$ cat src/rtl/pipe_hazard_ctrl.sv
// rtl/pipe_hazard_ctrl.sv - pipeline hazard unit: load-use stall, branch flush, operand forwarding
// Optional macro PIPE_HAZARD_PERF_EN adds saturating StallCount/FlushCount outputs.
module pipe_hazard_ctrl #(
  parameter int FWD_DEPTH      = 2,
  parameter int LOAD_READY     = 2,
  parameter int REG_ADDR_WIDTH = 5,
  localparam int FW            = $clog2(FWD_DEPTH + 1)
) (
  input  logic                      clk,
  input  logic                      reset,
  input  logic [REG_ADDR_WIDTH-1:0] Rs1D,
  input  logic [REG_ADDR_WIDTH-1:0] Rs2D,
  input  logic [REG_ADDR_WIDTH-1:0] RdD,
  input  logic                      RegWriteD,
  input  logic                      LoadD,
  input  logic [REG_ADDR_WIDTH-1:0] Rs1E,
  input  logic [REG_ADDR_WIDTH-1:0] Rs2E,
  input  logic                      PCSrcE,
  output logic                      StallF,
  output logic                      StallD,
  output logic                      FlushD,
  output logic                      FlushE,
  output logic [FW-1:0]             ForwardAE,
  output logic [FW-1:0]             ForwardBE
`ifdef PIPE_HAZARD_PERF_EN
  ,
  output logic [31:0]               StallCount,
  output logic [31:0]               FlushCount
`endif
);

  // Shadow copy of the destination info travelling down E, M, W, ...
  logic [REG_ADDR_WIDTH-1:0] rdQ       [0:FWD_DEPTH];
  logic                      regWriteQ [0:FWD_DEPTH];
  logic                      loadQ     [0:FWD_DEPTH];

  logic          lwStall;
  logic [FW-1:0] fwdA;
  logic [FW-1:0] fwdB;

  // Advance the shadow pipeline; position 0 takes a bubble whenever D/E is flushed
  always_ff @(posedge clk or posedge reset) begin
    if (reset) begin
      for (int k = 0; k <= FWD_DEPTH; k++) begin
        rdQ[k]       <= '0;
        regWriteQ[k] <= 1'b0;
        loadQ[k]     <= 1'b0;
      end
    end else begin
      for (int k = FWD_DEPTH; k >= 1; k--) begin
        rdQ[k]       <= rdQ[k-1];
        regWriteQ[k] <= regWriteQ[k-1];
        loadQ[k]     <= loadQ[k-1];
      end
      if (FlushE) begin
        rdQ[0]       <= '0;
        regWriteQ[0] <= 1'b0;
        loadQ[0]     <= 1'b0;
      end else begin
        rdQ[0]       <= RdD;
        regWriteQ[0] <= RegWriteD;
        loadQ[0]     <= LoadD;
      end
    end
  end

  // Stall while a load whose data is not yet forwardable feeds the decode instruction
  always_comb begin
    lwStall = 1'b0;
    for (int p = 0; p < LOAD_READY - 1; p++) begin
      if (loadQ[p] && regWriteQ[p] && (rdQ[p] != '0) &&
          ((rdQ[p] == Rs1D) || (rdQ[p] == Rs2D)))
        lwStall = 1'b1;
    end
  end

  // Pick the youngest producer: scan oldest to newest so the nearest match wins
  always_comb begin
    fwdA = '0;
    fwdB = '0;
    for (int k = FWD_DEPTH; k >= 1; k--) begin
      if (regWriteQ[k] && (rdQ[k] != '0) && (rdQ[k] == Rs1E))
        fwdA = FW'(k);
      if (regWriteQ[k] && (rdQ[k] != '0) && (rdQ[k] == Rs2E))
        fwdB = FW'(k);
    end
  end

  // A taken branch overrides the stall so the redirect PC is captured
  assign StallF    = ~reset & lwStall & ~PCSrcE;
  assign StallD    = ~reset & lwStall & ~PCSrcE;
  assign FlushD    = ~reset & PCSrcE;
  assign FlushE    = ~reset & (lwStall | PCSrcE);
  assign ForwardAE = reset ? '0 : fwdA;
  assign ForwardBE = reset ? '0 : fwdB;

`ifdef PIPE_HAZARD_PERF_EN
  // Saturating counts of stalled and flushed decode cycles
  always_ff @(posedge clk or posedge reset) begin
    if (reset) begin
      StallCount <= '0;
      FlushCount <= '0;
    end else begin
      if (StallD && (StallCount != 32'hFFFF_FFFF))
        StallCount <= StallCount + 32'd1;
      if (FlushD && (FlushCount != 32'hFFFF_FFFF))
        FlushCount <= FlushCount + 32'd1;
    end
  end
`endif

endmodule
$ cat config.mk
export PLATFORM = sky130hd
export DESIGN_NAME = pipe_hazard_ctrl
export DESIGN_NICKNAME = d
export VERILOG_FILES = /design/src/rtl/pipe_hazard_ctrl.sv
export SDC_FILE = /design/constraint.sdc
export NUM_CORES = 1
export LEC_CHECK = 0
export CELL_PAD_IN_SITES_DETAIL_PLACEMENT = 1
export CELL_PAD_IN_SITES_GLOBAL_PLACEMENT = 2
export CORE_MARGIN = 2
export CORE_UTILIZATION = 29
export CTS_BUF_LIST = sky130_fd_sc_hd__clkbuf_4
export CTS_CLUSTER_DIAMETER = 120
export DETAILED_ROUTE_END_ITERATION = 6
export GPL_ROUTABILITY_DRIVEN = 1
export HOLD_SLACK_MARGIN = 0.02
export MAX_ROUTING_LAYER = met4
export PLACE_DENSITY_LB_ADDON = 0.12
export SETUP_SLACK_MARGIN = 0.02
export SLEW_MARGIN = 20
export SYNTH_ARGS = -nofsm -noshare
export SYNTH_HDL_FRONTEND = slang
export SYNTH_SLANG_ARGS = --single-unit
$ cat constraint.sdc
create_clock -name clk -period 6.5 [get_ports clk]
set_clock_uncertainty 0.2 [all_clocks]
set_input_delay 1.95 -clock clk [delete_from_list [all_inputs] [get_ports clk]]
set_output_delay 1.95 -clock clk [all_outputs]
set_load 0.01 [all_outputs]
# Yosys cells after proc, flatten, opt, wreduce, memory -nomap -nowiden
# Cells that the tools add are included.
dict set report word_totals {
  register_bits 19
  input_bits 30
  output_inout_bits 8
  elab_cells 43
}
dict set report classes {
  eq_ne 6
  muxes 10
  bitwise 7
  reduce_logical 13
}
# operator count
set op_table {}
lappend op_table {{$eq 5x5->1} 6}
lappend op_table {{$reduce_bool 5->1} 3}
lappend op_table {{$mux 2} 6}
lappend op_table {{$logic_and 1x1->1} 9}
lappend op_table {{$mux 5} 1}
lappend op_table {{$and 1x1->1} 4}
lappend op_table {{$mux 1} 3}
lappend op_table {{$not 1->1} 2}
lappend op_table {{$logic_or 1x1->1} 1}
lappend op_table {{$or 1x1->1} 1}

# Depth between registers and ports, before layout
# Gate-level depths: netlist of the first run.
dict set report depth {
  ltp_word 7
  depth_mapped 5
  mapped_depth_nobuf 4
}

# Worst setup path after synthesis of the first run
# OpenSTA, ideal clock, no wires.
dict set report synth_timing {
  kind {input to output}
  startpoint {input port reset}
  endpoint {output port ForwardBE[1]}
  arrival_time_ns 3.387
  required_time_ns 4.350
  setup_slack_ns 0.963
  cell_stages 4
  n_path_buf 0
  cell_sequence {inv_1 -> o211ai_1 -> or4_1 -> nor4_2}
}
dict set report synth_via {
  elab_chain_len 1
}
# element line
set synth_rtl {}
lappend synth_rtl {{start: declaration} 10} ;# input logic reset,
lappend synth_rtl {{$mux 2} 95} ;# assign ForwardBE = reset ? '0 : fwdB;
lappend synth_rtl {{end: declaration} 24} ;# output logic [FW-1:0] ForwardBE
# No other way between the ends.

# Worst setup path after layout of the first run
# Ends and elaborated chain as after synthesis.

==> run metrics, run 1 <==
Worst setup SP type input pin; Hold Buf Count CTS 0; CTS sink cnt 19; initial core utilization 30.0%; Synth Area per Inst 10.5 um^2; CP Class input pin to output pin; GRT Total Usage 13.5%; met3 WL 125 um; initial antenna violation count 0; EDFF count, synth 0; register area 475 um^2; GP Congestion 0.720; delay of the slowest cell on the worst path 0.57 ns; TritonRoute pass-1 iters 2; worst-case clock buffer depth 2; port bufs 37; max-slew violations 0; Final setup viols 0; Worst Tran Pin Value 0.517 ns; sequential area share after synthesis 47.8%; CTS tree yes; met1 WL 967 um; top cells by area, synth dfrtp_1 (48%), xnor2_1 (19%), xor2_1 (7.0%), nand2_1 (4.5%), a21oi_1 (3.5%); Max-slew headroom 65.5%; met2 WL 1310 um; final WL 2430 um; fin nets 167; Synth Warn # 0; Syn-to-layout area delta 45.8%; Rows 21; Tmin final 6.04 ns; die span in y 62.6 um; Yosys reg bits 19; crit path max fanout 3; crit-path cells clkdlybuf4s50_1 -> inv_1 -> o211ai_1 -> or4_1 -> nor4_2 -> clkdlybuf4s50_1; Worst IR Drop VDD 0.0610 mV; Syn Nets 125; Leak Pwr 0.559 nW; most used cell, CP clkdlybuf4s50_1; RSZ-0062 raised after global routing false; f_max 166 MHz; die width 62.6 um; status completed; synth cell count leaders xnor2_1 (22), dfrtp_1 (19), nand2_1 (12); area of the multi-input gates 500 um^2; pin count of the biggest net entering global routing 21; Synth top area share 47.8%; power per standard cell area 173 nW/um^2; fin crit share 92.9%; top-count cell post-synth xnor2_1; Req. time, crit path 4.35 ns; clock-pin slew on the worst setup and hold paths 0.11 ns; Max-Cap Viols 0; Fin. Hold Viols 0; H-tree depth 1; first-pass GRT wire length 4040 um; cell area after synthesis 995 um^2; filler instances 411; worst skew pair latency 0.29 ns; CP Data Arrival Time 3.89 ns; Post-synth ARST share 100%; Initial DRC Count 12; total setup buffers inserted after CTS 0; Vias/cell 4.58; Post-synth top flop dfrtp_1; area leader, netlist dfrtp_1; Root Driver clkbuf_4; class of the worst hold path register to register; DR top layer met4; Cells after Synth 95; n_diodes 0; die area 3910 um^2; library cells used by synthesis 19; dpl hpwl 2040 um; crit end category output pin; Wirelength per Cell 13.3 um; CTS buffer count 3; Top Ports 38; Post-Route Setup TNS 0 ns; final setup margin 0.461 ns; Final ANT Viol Nets 0; Power, Total 0.251 mW; cts repair resizes 0; GR Overflow Total 0; vias in the first global route 858; drt drc 0; layout cells sized above 1 5.88%; Vias 834; core area 3310 um^2; CP max stage cell clkdlybuf4s50_1; pre-CTS setup slack 0.439 ns
-- registers in the layout, indices dropped and copies added, names as in the netlist --
register,count
loadQ,1
regWriteQ,3
rdQ,15
-- power by group --
part / leakage [nW] / total (mW) / switching [mW] / internal (mW)
clock: 0.0177 / 0.0572 / 0.0344 / 0.0228
sequential: 0.234 / 0.135 / 0.00911 / 0.126
combinational: 0.308 / 0.0585 / 0.0241 / 0.0344
total: 0.559 / 0.251 / 0.0676 / 0.183
-- metal layers --
layer  track usage [%]  up-vias
li1                  -      409
met1              15.0      396
met2              24.6       27
met3              2.52        2
met4              4.17        0
met5                 -        -
-- placed cells by master (no fill, tap or decap), types with 4 or more instances in the layout --
cell type        synthesis  final
nand3_1                  5      5
xor2_1                   8      8
or4_1                    4      4
nor3_1                   4      4
clkdlybuf4s50_1          0     37
xnor2_1                 22     22
dfrtp_1                 19     19
a21oi_1                  7      7
nand2_1                 12     12
-- final timing paths --
kind,from,to,slack (ns),depth (start not counted)
setup / recovery,reset,ForwardBE[1],0.46,6
min in group asynchronous,reset,regWriteQ[0],1.90,3
max in group asynchronous,reset,rdQ[2],3.99,3
setup reg to reg,rdQ[11],rdQ[11],4.69,3
hold / removal,regWriteQ[2],regWriteQ[1],0.19,0
hold reg to reg,regWriteQ[2],regWriteQ[1],0.19,0
-- worst max-delay path, delay by kind of cell --
family,cells,cell delay (ns)
buf+inv,3,1.12
simple gates,2,0.71
compound gates,1,0.11
-- cell type report --
| type | instances | share of cell area (%) |
|---|---|---|
| well taps | 46 | 3.97 |
| multi-input cells | 72 | 34.5 |
| clock inverters | 1 | 0.345 |
| inverters | 3 | 0.777 |
| clock buffers | 3 | 1.55 |
| repair buffers | 38 | 26.1 |
| flip-flops and latches | 19 | 32.8 |
-- logic make-up after synthesis --
kind of cell,Yosys count,synth area share (%)
XOR/XNOR,30,26.4
AND/OR/NAND/NOR,29,15.6
AO/OA/AOI/OAI,13,8.30
buffers and inverters,4,1.89
flip-flops,19,47.8
-- through the flow --
stage	hold WS (ns)	cells	instance area, um^2	utilization [%]
detailed placement	0.162	178	1420	43.0
finish	0.188	182	1450	43.8
global placement	0.166	178	1420	43.0
global route	0.206	182	1450	43.8
CTS	0.188	182	1450	43.8
floorplan	0.154	95	995	-
Note: power is estimated with default switching activity, not from simulation.
==> run 2, diff against run 1 <==
- CORE_UTILIZATION: 29 -> 24
- clock period: 6.5 -> 5.2 ns (I/O delays scaled with it)
==> run metrics, run 2 (synthesis gave the netlist of run 1 again) <==
status completed; pre-CTS setup slack -0.0228 ns (-0.462 ns); die area 4680 um^2 (+19%); Vias 845 (+1.3%); fin crit share 96.9%; Worst Tran Pin Value 0.529 ns (+0.0120 ns); GRT Total Usage 12.1% (-1.4 points); Initial DRC Count 5 (-7); grt met1 use 13.1% (-1.8 points); Worst Path Buf+Inv 2 (-1); CTS tree yes; Hold Buf Count CTS 0 (unchanged); TritonRoute pass-1 iters 2 (unchanged); vias in the first global route 886 (+3.3%); layout cells sized above 1 8.63% (+2.8 points); worst reg-to-reg path cell count 4 (+1); CP max stage cell clkdlybuf4s50_1; crit-path cells clkdlybuf4s50_1 -> xor2_1 -> nor3_1 -> nand3_1 -> nor3_1 -> clkdlybuf4s50_1; most common cell after layout, fill and taps aside clkdlybuf4s50_1; Final setup viols 0 (unchanged); GP Congestion 0.765 (+6.2%); Tmin final 5.04 ns; first-pass GRT wire length 3980 um (-1.4%); crit end category output pin; Worst setup SP type input pin; worst-case clock buffer depth 2 (unchanged); Power, Total 0.313 mW (+25%); dpl cells 185 (+3.9%); f_max 199 MHz; die width 68.4 um (+9.3%); delay of the slowest cell on the worst path 0.56 ns (about the same); Top Ports 38 (unchanged); n_diodes 0 (unchanged); cell count along the critical path 6 (unchanged); Fin Hold WS 0.193 ns (+0.00461 ns); final setup margin 0.162 ns (-0.299 ns); CP Class input pin to output pin; final non-filler cell total 189 (+3.8%); Post-Route Setup TNS 0 ns (unchanged); port bufs 37 (unchanged); GR Layer Usage met2 21.5% (-3.1 points); Top Registers rdQ (15), regWriteQ (3), loadQ (1); Syn-to-layout area delta 49.2%; CP Data Arrival Time 3.28 ns (-0.61 ns); Largest delay share family, worst path buffers and inverters; Leak Pwr 0.598 nW (+6.9%); Top reg by flops rdQ; RSZ-0062 raised after global routing false; dpl hpwl 2110 um (+3.8%); die span in y 68.4 um (+9.3%); Final ANT Viol Nets 0 (unchanged); Max-slew headroom 64.7% (-0.80 points); hold depth 0 (unchanged); Fin. Hold Viols 0 (unchanged); worst skew pair latency 0.29 ns (about the same); Wirelength per Cell 13.0 um (-2.7%); filler instances 442 (+7.5%); placement-stage cell area 1450 um^2 (+1.9%); Req. time, crit path 3.44 ns (-0.91 ns); H-tree depth 1 (unchanged); power per standard cell area 211 nW/um^2 (+22%); pin count of the biggest net entering global routing 21 (unchanged); max reg flops 15 (unchanged); most frequent cells in the layout clkdlybuf4s50_1 (35), xnor2_1 (22), dfrtp_1 (19); Worst IR Drop VDD 0.0748 mV (+23%); GRT Max-Usage Layer met2; drt drc 0 (unchanged); Vias/cell 4.47 (-2.4%); core area 4000 um^2 (+21%); Max-Cap Viols 0 (unchanged); crit path max fanout 2 (-1); CTS buffer count 3 (unchanged); initial antenna violation count 0 (unchanged); class of the worst hold path register to register; Rows 23 (+9.5%); final instance area 1480 um^2 (+2.3%); area of the multi-input gates 505 um^2 (+1.0%); Root Driver clkbuf_4; fin nets 170 (+1.8%); GR Overflow Total 0 (unchanged); post-layout util 37.1% (-6.7 points); met3 Usage GRT 1.48% (-1.0 points); CTS sink cnt 19 (unchanged); initial core utilization 24.9% (-5.2 points); register area 475 um^2 (unchanged); final WL 2450 um (+1.0%); max-slew violations 0 (unchanged); clock-pin slew on the worst setup and hold paths 0.09 ns (-0.02 ns)
-- run 2: path summary, 6_finish.rpt --
kind	startpoint	slack, ns	to
setup / recovery	Rs1E[3]	0.16	ForwardAE[1]
setup reg to reg	rdQ[11]	3.36	rdQ[11]
max in group asynchronous	reset	3.00	rdQ[8]
hold / removal	regWriteQ[2]	0.19	regWriteQ[1]
min in group asynchronous	reset	1.60	rdQ[13]
hold reg to reg	regWriteQ[2]	0.19	regWriteQ[1]
-- run 2: routing by layer --
metal | vias up | part of all wire [%]
met5 | - | 0
met4 | 0 | 1.1
met3 | 2 | 6.4
met2 | 27 | 52
met1 | 399 | 41
li1 | 417 | -
-- run 2: final cells by class --
cell class                 instances  area share (%)
clock buffer                       3            1.52
clock inverter                     1           0.337
inverter                           3           0.759
multi-input combinational         72            34.1
sequential                        19            32.0
tap                               50            4.22
timing repair buffer              41            27.1
-- run 2: repair_timing --
| item | 4_1_cts | 5_1_grt |
|---|---|---|
| resized for setup | 1 | 2 |
| setup endpoints to repair | 1 | 2 |
| setup buffers | 0 | 0 |
-- run 2: power by group --
group          internal [mW]  switching, mW
clock                 0.0285         0.0407
combinational         0.0443         0.0305
sequential             0.157         0.0112
total                  0.230         0.0825
==> run 3, diff against run 2 <==
--- a/config.mk
+++ b/config.mk
@@ -17,3 +17,3 @@
 export MAX_ROUTING_LAYER = met4
-export PLACE_DENSITY_LB_ADDON = 0.12
+export PLACE_DENSITY_LB_ADDON = 0.1
 export SETUP_SLACK_MARGIN = 0.02
==> constraint.sdc (replaced) <==
create_clock -name clk -period 4.18 [get_ports clk]
set_clock_uncertainty 0.2 [all_clocks]
set_input_delay 1.254 -clock clk [delete_from_list [all_inputs] [get_ports clk]]
set_output_delay 1.254 -clock clk [all_outputs]
set_load 0.005 [all_outputs]
==> run metrics, run 3 (synthesis gave the netlist of run 1 again) <==
GP Congestion 0.753 (-1.6%); Vias 897 (+6.2%); CTS tree yes; Root Driver clkbuf_4; most common cell after layout, fill and taps aside clkdlybuf4s50_1; Worst Tran Pin Value 0.495 ns (-0.0349 ns); Critical R2R Launch rdQ[11]; worst reg-to-reg path cell count 4 (unchanged); GR Overflow Total 0 (unchanged); end of the worst hold path regWriteQ[1]; CTS sink cnt 19 (unchanged); max-slew violations 0 (unchanged); max reg flops 15 (unchanged); core area 4000 um^2 (unchanged); Hold Buf Count CTS 0 (unchanged); most frequent cells in the layout clkdlybuf4s50_1 (26), xnor2_1 (22), dfrtp_1 (19); Tmin final 4.08 ns; layout cells sized above 1 20.8% (+12 points); port bufs 37 (unchanged); Wirelength per Cell 12.8 um (-1.7%); TritonRoute pass-1 iters 2 (unchanged); post-layout util 39.4% (+2.3 points); placement-stage cell area 1530 um^2 (+5.2%); vias in the first global route 933 (+5.3%); drt drc 0 (unchanged); Max-Cap Viols 0 (unchanged); crit end category output pin; Max-slew headroom 67.0% (+2.3 points); die area 4680 um^2 (unchanged); final WL 2540 um (+3.5%); Vias/cell 4.51 (+0.82%); Top Registers rdQ (15), regWriteQ (3), loadQ (1); Req. time, crit path 2.73 ns (-0.71 ns); Top Ports 38 (unchanged); R2R setup slack 2.34 ns (-1.02 ns); Final ANT Viol Nets 0 (unchanged); power per standard cell area 259 nW/um^2 (+23%); fin crit share 97.6%; CP Class input pin to output pin; Leak Pwr 0.681 nW (+14%); status completed; clock-pin slew on the worst setup and hold paths 0.10 ns (about the same); Final setup viols 0 (unchanged); Syn-to-layout area delta 58.4%; die span in y 68.4 um (unchanged); n_diodes 0 (unchanged); Initial DRC Count 20 (+15); CP Data Arrival Time 2.63 ns (-0.65 ns); worst-case clock buffer depth 2 (unchanged); first-pass GRT wire length 4090 um (+2.8%); worst skew pair latency 0.29 ns (about the same); dpl cells 195 (+5.4%); Critical Path Source Rs1E[3]; Top reg by flops rdQ; min-delay src regWriteQ[2]; reg-to-reg endpoint rdQ[13]; crit path max fanout 2 (unchanged); final non-filler cell total 199 (+5.3%); class of the worst hold path register to register; initial core utilization 24.9% (unchanged); die width 68.4 um (unchanged); dpl hpwl 2170 um (+2.5%); Rows 23 (unchanged); GRT Total Usage 12.6% (+0.47 points); Worst setup SP type input pin; initial antenna violation count 0 (unchanged); Fin. Hold Viols 0 (unchanged); fin nets 180 (+5.9%); final instance area 1580 um^2 (+6.2%); Worst IR Drop VDD 0.0965 mV (+29%); Power, Total 0.408 mW (+30%); H-tree depth 1 (unchanged); total setup buffers inserted after CTS 0 (unchanged); CTS buffer count 3 (unchanged); pin count of the biggest net entering global routing 20 (-4.8%); f_max 245 MHz; hold depth 0 (unchanged)
[run 3: report_power, final]
| part | internal, mW | total, mW | leakage, nW | switching [mW] |
|---|---|---|---|---|
| logic | 0.0621 | 0.104 | 0.429 | 0.0420 |
| registers | 0.196 | 0.210 | 0.234 | 0.0142 |
| clock network | 0.0436 | 0.0938 | 0.0184 | 0.0503 |
| total | 0.301 | 0.408 | 0.681 | 0.106 |
[run 3: how the worst max path moves through the flow]
| stage | end | slack, ns | depth (start not counted) |
|---|---|---|---|
| 2_1_floorplan | ForwardBE[1] | 0.11 | 4 |
| 3_3_place_gp | ForwardBE[1] | -0.33 | 6 |
| 3_5_place_dp | ForwardBE[1] | -0.36 | 6 |
| 4_1_cts | ForwardBE[1] | 0.03 | 6 |
| 5_1_grt | ForwardAE[1] | -0.01 | 6 |
| 6_report | ForwardAE[1] | 0.10 | 6 |
[run 3: cell type report]
cell class / count / area, um^2
clock buffer: 4 / 30.0
tap: 50 / 62.6
fill: 463 / 2420
inverter: 3 / 11.3
sequential: 19 / 475
timing repair buffer: 51 / 462
multi-input combinational: 72 / 534
[run 3: worst max-delay path, stage by stage]
cell and delay (ns):
clkdlybuf4s50_1 0.53, xnor2_1 0.14, nand2_1 0.12, nor3_1 0.24, nor3_2 0.08, dlygate4sd2_1 0.26
[run 3: what timing repair did]
item,CTS,global route
cloned,0,0
endpoints found under the setup margin,7,6
pin swaps,1,6
gates resized for setup,13,15
[run 3: metal layers]
layer,GRT usage [%],wire length [um]
met5,-,0
met4,6.75,51
met3,1.15,141
met2,20.7,1310
met1,15.1,1030
[run 3: through the flow]
| stage | setup WS [ns] | hold WS, ns | TNS [ns] |
|---|---|---|---|
| after global placement | -0.334 | 0.174 | -1.51 |
| after floorplan | 0.114 | 0.154 | 0 |
| after global routing | -0.0123 | 0.206 | -0.0123 |
| after detailed placement | -0.355 | 0.176 | -1.69 |
| final | 0.100 | 0.191 | 0 |
| after CTS | 0.0290 | 0.200 | 0 |
